**src/rtl/multicycle_sequencer.sv**
```systemverilog
// rtl/multicycle_sequencer.sv - multicycle CPU control sequencer (FETCH/DECODE/EXEC/MEM/WB/HALT)
// Strobes are registered from the next state and opcode, so they always reflect state and op_q.
module multicycle_sequencer #(
   parameter int CNT_W = 16
) (
   input  logic             clk,
   input  logic             reset,
   input  logic             start,
   input  logic [2:0]       opcode,
   input  logic             mem_ready,
   input  logic             halt_req,
   output logic             ir_we,
   output logic             pc_en,
   output logic             brnch,
   output logic             mem_sc,
   output logic             memWE,
   output logic             regWE,
   output logic             lw,
   output logic             accWE,
   output logic             acc_sc,
   output logic [1:0]       cntr_alu,
   output logic [2:0]       state,
   output logic             halted,
   output logic [CNT_W-1:0] instr_count
);

   typedef enum logic [2:0] {
      S_IDLE   = 3'd0,
      S_FETCH  = 3'd1,
      S_DECODE = 3'd2,
      S_EXEC   = 3'd3,
      S_MEM    = 3'd4,
      S_WB     = 3'd5,
      S_HALT   = 3'd6
   } state_t;

   typedef struct packed {
      logic       ir_we;
      logic       mem_sc;
      logic       mem_we;
      logic       reg_we;
      logic       lw;
      logic       acc_we;
      logic       acc_sc;
      logic [1:0] cntr_alu;
      logic       halted;
   } ctl_t;

   state_t           state_q;
   state_t           state_n;
   logic [2:0]       op_q;
   logic [2:0]       op_n;
   logic             retire;
   logic [CNT_W-1:0] count_q;
   ctl_t             ctl_q;

   function automatic ctl_t decode(input state_t s, input logic [2:0] op);
      ctl_t c;
      c = '0;
      case (s)
         S_FETCH: c.ir_we = 1'b1;
         S_EXEC: begin
            if (!op[2]) begin
               c.cntr_alu = op[1:0];
            end else if (op == 3'b100) begin
               c.acc_we = 1'b1;
            end else if (op == 3'b101) begin
               c.acc_we = 1'b1;
               c.acc_sc = 1'b1;
            end
         end
         S_MEM: begin
            c.mem_sc = 1'b1;
            c.mem_we = (op == 3'b111);
         end
         S_WB: begin
            c.reg_we = 1'b1;
            c.lw     = (op == 3'b110);
            if (!op[2]) c.cntr_alu = op[1:0];
         end
         S_HALT: c.halted = 1'b1;
         default: c = '0;
      endcase
      return c;
   endfunction

   always_comb begin
      state_n = state_q;
      op_n    = op_q;
      retire  = 1'b0;
      case (state_q)
         S_IDLE:   if (start) state_n = S_FETCH;
         S_FETCH:  if (mem_ready) state_n = S_DECODE;
         S_DECODE: begin
            op_n    = opcode;
            state_n = (opcode[2:1] == 2'b11) ? S_MEM : S_EXEC;
         end
         S_EXEC: begin
            if (!op_q[2]) state_n = S_WB;
            else          retire  = 1'b1;
         end
         S_MEM: begin
            if (mem_ready) begin
               if (op_q == 3'b110) state_n = S_WB;
               else                retire  = 1'b1;
            end
         end
         S_WB:   retire = 1'b1;
         S_HALT: state_n = S_HALT;
         default: state_n = S_IDLE;
      endcase
      // halt_req only matters on the retire edge; mid-instruction requests are dropped
      if (retire) state_n = halt_req ? S_HALT : S_FETCH;
   end

   always_ff @(posedge clk) begin
      if (reset) begin
         state_q <= S_IDLE;
         op_q    <= 3'b000;
         count_q <= '0;
         ctl_q   <= '0;
      end else begin
         state_q <= state_n;
         op_q    <= op_n;
         if (retire) count_q <= count_q + CNT_W'(1);
         ctl_q   <= decode(state_n, op_n);
      end
   end

   // PC advances only on the FETCH cycle where memory actually returns the instruction
   assign pc_en       = ctl_q.ir_we & mem_ready;
   assign ir_we       = ctl_q.ir_we;
   assign brnch       = 1'b0;
   assign mem_sc      = ctl_q.mem_sc;
   assign memWE       = ctl_q.mem_we;
   assign regWE       = ctl_q.reg_we;
   assign lw          = ctl_q.lw;
   assign accWE       = ctl_q.acc_we;
   assign acc_sc      = ctl_q.acc_sc;
   assign cntr_alu    = ctl_q.cntr_alu;
   assign halted      = ctl_q.halted;
   assign state       = state_q;
   assign instr_count = count_q;

endmodule

```
**config.mk**
```make
export PLATFORM = sky130hd
export DESIGN_NAME = multicycle_sequencer
export DESIGN_NICKNAME = d
export VERILOG_FILES = /design/src/rtl/multicycle_sequencer.sv
export SDC_FILE = /design/constraint.sdc
export NUM_CORES = 1
export LEC_CHECK = 0
export CAP_MARGIN = 30
export CORE_ASPECT_RATIO = 1.75
export CORE_MARGIN = 1.5
export CORE_UTILIZATION = 50
export DETAILED_ROUTE_END_ITERATION = 7
export PLACE_DENSITY = 0.79
export SLEW_MARGIN = 20
export SYNTH_ARGS = -nofsm -noshare
export SYNTH_HDL_FRONTEND = slang
export SYNTH_SLANG_ARGS = --single-unit
```
**constraint.sdc**
```tcl
create_clock -name clk -period 2.28 [get_ports clk]
set_input_delay 0.456 -clock clk [delete_from_list [all_inputs] [get_ports clk]]
set_output_delay 0.456 -clock clk [all_outputs]
set_load 0.02 [all_outputs]
```
# Word level (Yosys, flattened, before mapping)
# Index checks and enable logic that the tools add are counted.
totals:
  latch_bits: 0
  mem_bits_ro: 0
  n_memories: 0
  reg_bits: 32
  ram_bits: 0
  in_bits: 8
  wordCells: 63
  output_inout_bits: 31
classes:
  reduce_logical: 7
  mul: 0
  div_mod_pow: 0
  mux: 20
  n_shift: 0
  n_eq_ne: 17
  order_cmp: 0
  n_bitwise: 6
  n_addsub: 1
ops:
  columns: ["op", "n"]
  rows:
  - ["3-bit == test, second input constant", 11]
  - ["3-bit 2-to-1 mux", 9]
  - ["3-bit one-hot mux with 7 select lines", 1]
  - ["16-bit by 1-bit adder with 16-bit output, second input constant", 1]
  - ["3-bit by 2-bit == test with 1-bit output, second input constant", 3]
  - ["3-bit by 1-bit == test with 1-bit output, second input constant", 2]
  - ["1-bit 2-to-1 mux", 6]
  - ["2-bit 2-to-1 mux", 3]
  - ["2-bit OR reduction", 3]
  - ["3-bit OR reduction", 2]
  - ["1-bit inverter", 5]
  - ["4-bit OR reduction", 1]
  - ["3-bit zero test", 1]
  - ["1-bit one-hot mux with 3 select lines", 1]
  - ["2-bit == test, second input constant", 1]
  - ["1-bit AND", 1]

# Logic depth before layout (Yosys ltp)
depth:
  depth_word: 9
  ltp_mapped: 6
  ltp_nobuf: 4

# Least setup slack after synthesis
# OpenSTA, ideal clock, no wires.
synth_timing:
  kind: "flip-flop to flip-flop"
  from: "register state_q[2], in the netlist state[2]"
  to: "register count_q[14], in the netlist instr_count[14]"
  path_stages_with_launch: 6
  path_buffers: 1
  slack_ns: 0.403
  period_less_slack_ns: 1.877
  t_required_ns: 2.159
  setup_time_ns: 0.121
  t_arrival_ns: 1.756
  cell_sequence: "dfxtp_1 buf_4 nor2b_2 o21ai_2 a2111oi_0 mux2_2"
synth_between:
  elab_chain_len: 2
  elab_cells_between_ends: 4
  classes_between: "eq/ne: 3; mux: 1"
synth_lines:
  columns: ["item", "line", "rtl"]
  rows:
  - ["start, declared", "49", "state_t state_q;"]
  - ["start signal, assigned", "123", "state_q <= state_n;"]
  - ["3-bit == test or 3-bit by 2-bit == test with 1-bit output (tied branches)", "91", "case (state_q)"]
  - ["1-bit one-hot mux with 3 select lines *", "91", null]
  - ["end signal, assigned", "125", "if (retire) count_q <= count_q + CNT_W'(1);"]
  - ["end, declared", "54", "logic [CNT_W-1:0] count_q;"]
# Every way passes the cells marked *; elsewhere a longest branch is shown, timed or not.
# A chain may end at the register's enable or synchronous reset.

# Worst setup path after layout
layout_timing:
  from: "input mem_ready"
  to: "output pc_en"
layout_between:
  elab_chain_len: 1
layout_lines:
  columns: ["item", "line", "rtl"]
  rows:
  - ["start, declared", "10", "input logic mem_ready,"]
  - ["1-bit AND", "131", "assign pc_en = ctl_q.ir_we & mem_ready;"]
  - ["end, declared", "13", "output logic pc_en,"]
# Every way passes these cells.

==> run metrics <==
maximum buffer depth of the clock tree=2; GPL Wtd Cong=0.855; TritonCTS clock tree=built; crit path capture type=primary output; final setup violation count=0; post-synthesis cell count=201; die footprint=0.00383 sq mm; DRT Wirelength=3990 microns; crit path time final=2.12 ns; nets@finish=248; fin worst setup slack=0.164 ns; CTS H-tree depth=2; Peak Freq=473 MHz; Leak=0.795 nW; Std-Cell Rows=28; CP startpoint kind=input pin; post-cts sizing count=0; Final HPWL DP=3000 microns; Initial Util=51.9%; area delta synth->final=29.5%; Synthesis Warnings=0; total track usage=23.4%; Num Clock Sinks=32; Netlist Area Pre-Place=0.00173 sq mm; antenna viol nets, final=0; hold path startpoint=op_q[1]$_SDFF_PP0_; Final Non-Filler Cells=285; Clk Latency, worst-skew pair=0.28 ns; clock buffer count from CTS=5; DR pass1 iterations=4; # hold bufs at CTS=0; Top-Level Pins=39; final period utilization=92.8%; Slew Viols, Final=0; ys flop type=dfxtp_1; final hold vios=0; Yosys reg bits=32; hold depth=2; crit path max fanout=3; initial antenna violation count=0; sequential share of the synthesized area=37.1%; Root Buffer=clkbuf_8; fin util=67.2%; Worst R2R Setup Slack=0.29 ns; Critical Path RT=1.82 ns; DRT iter0 DRCs=39; core outline area=0.00333 sq mm; placed instance area=0.00214 sq mm; max cap viols=0; Post-CTS Setup Bufs=0; outcome=complete, no violations; vias in the first global route=1418; arrival time at the worst endpoint=1.66 ns; Peak VDD IR=0.534 mV; reg-to-reg startpoint=state[1]$_SDFF_PP0_; RSZ-0062 raised after global routing=no; Ant. Diodes=0; I/O Buffers=37; layout cells sized above 1=14.6%; most common cell after layout, fill and taps aside=clkdlybuf4s50_1; average wire per standard cell=14.0 microns; pre-CTS setup slack=0.0228 ns; reg2reg path depth=4; grt total ovfl=0; drt drc=0; pwr dens=618 mW/mm^2; worst hold endpoint=op_q[1]$_SDFF_PP0_; via count=1636; Post-synth EDFFs=0; die height=80.8 microns; Vias/cell=5.74; pin count of the biggest net entering global routing=26; setup TNS=0 ns; Post-Synthesis Net Count=210; fin area=0.00224 sq mm; worst hold slack=0.532 ns; placed cells=277; first-pass GRT wire length=6410 microns; Mean Syn Cell Area=8.60 sq um; clk_skew=0.00682 ns; total power=1.38 mW; commonest cells after routing, fill and taps aside=37 x clkdlybuf4s50_1, 32 x dfxtp_1, 18 x nor2_1; asr flop ratio synth=0%; Die Wd=47.4 microns; Fillers=300; Synth cell types=50; CTS clk-pin slew, worst paths=0.07 ns; R2R Path End=cntr_alu[1]$_SDFF_PP0_; crit path kind=input pin to primary output; HP Class=flop to flop
Yosys cell counts, types with 2 or more instances:
cell	instances	area, sq um
clkbuf_1	6	22.5
o31ai_1	2	15.0
buf_4	2	15.0
mux2i_1	2	20.0
nor3b_1	2	15.0
a21oi_1	17	85.1
nand4_1	10	62.6
inv_1	5	18.8
nor2b_1	15	93.8
nor2_1	18	67.6
o21a_1	2	15.0
and3b_1	3	26.3
dfxtp_1	32	641
and3_1	2	12.5
o21ai_0	3	15.0
nor3_1	5	25.0
mux2_2	14	158
nor4b_1	2	17.5
a31oi_1	2	12.5
buf_2	4	20.0
a211oi_1	7	52.6
and4_1	3	26.3
nand3_1	5	25.0
nand2b_1	3	18.8
nand2_1	10	37.5
cell type report:
| cell class | count | area, sq um | area share (%) |
|---|---|---|---|
| Multi-Input combinational cell | 149 | 991 | 44.3 |
| Sequential cell | 32 | 641 | 28.6 |
| Timing Repair Buffer | 46 | 438 | 19.6 |
| Clock buffer | 6 | 82.6 | 3.69 |
| Tap cell | 45 | 56.3 | 2.52 |
| Inverter | 5 | 18.8 | 0.839 |
| Clock inverter | 2 | 10.0 | 0.447 |
sequential cells by signal, indices dropped and copies added (netlist names):
signal       count
accWE            1
acc_sc           1
cntr_alu         2
halted           1
instr_count     16
ir_we            1
lw               1
memWE            1
mem_sc           1
op_q             3
regWE            1
state            3
where the power goes:
| group | total (mW) | switching, mW | internal, mW |
|---|---|---|---|
| Combinational | 0.302 | 0.157 | 0.145 |
| Sequential | 0.634 | 0.0497 | 0.584 |
| Clock | 0.445 | 0.205 | 0.241 |
| Total | 1.38 | 0.411 | 0.970 |
worst max-delay path, stage by stage:
cell,delay [ns]
clkdlybuf4s50_1,0.48
and2_1,0.12
clkdlybuf4s50_1,0.59
routing by layer:
layer,share of wire (%),vias up,GRT usage (%)
met4,3.7,0,11.7
met2,56,49,41.8
met3,3.2,14,4.22
li1,-,811,-
met5,0,-,0
met1,37,762,24.4
worst max path at each step:
stage / start / endpoint / slack, ns / cells past startpoint
CTS: mem_ready / pc_en / 0.15 / 3
detailed placement: mem_ready / instr_count[12]$_SDFFE_PP0P_ / 0.02 / 6
finish: mem_ready / pc_en / 0.16 / 3
global placement: mem_ready / instr_count[14]$_SDFFE_PP0P_ / 0.07 / 5
floorplan: state[2]$_SDFF_PP0_ / instr_count[14]$_SDFFE_PP0P_ / 0.40 / 5
global route: mem_ready / pc_en / 0.13 / 3
kinds of logic after synthesis:
| logic type | after synthesis | synth area share [%] |
|---|---|---|
| compound gates | 44 | 16.9 |
| fa+ha+maj | 1 | 0.724 |
| buf+inv | 20 | 5.57 |
| flops | 32 | 37.1 |
| mux | 16 | 10.3 |
| other cells | 1 | 0.217 |
| simple gates | 87 | 29.3 |
(Power assumes the default switching activity.)
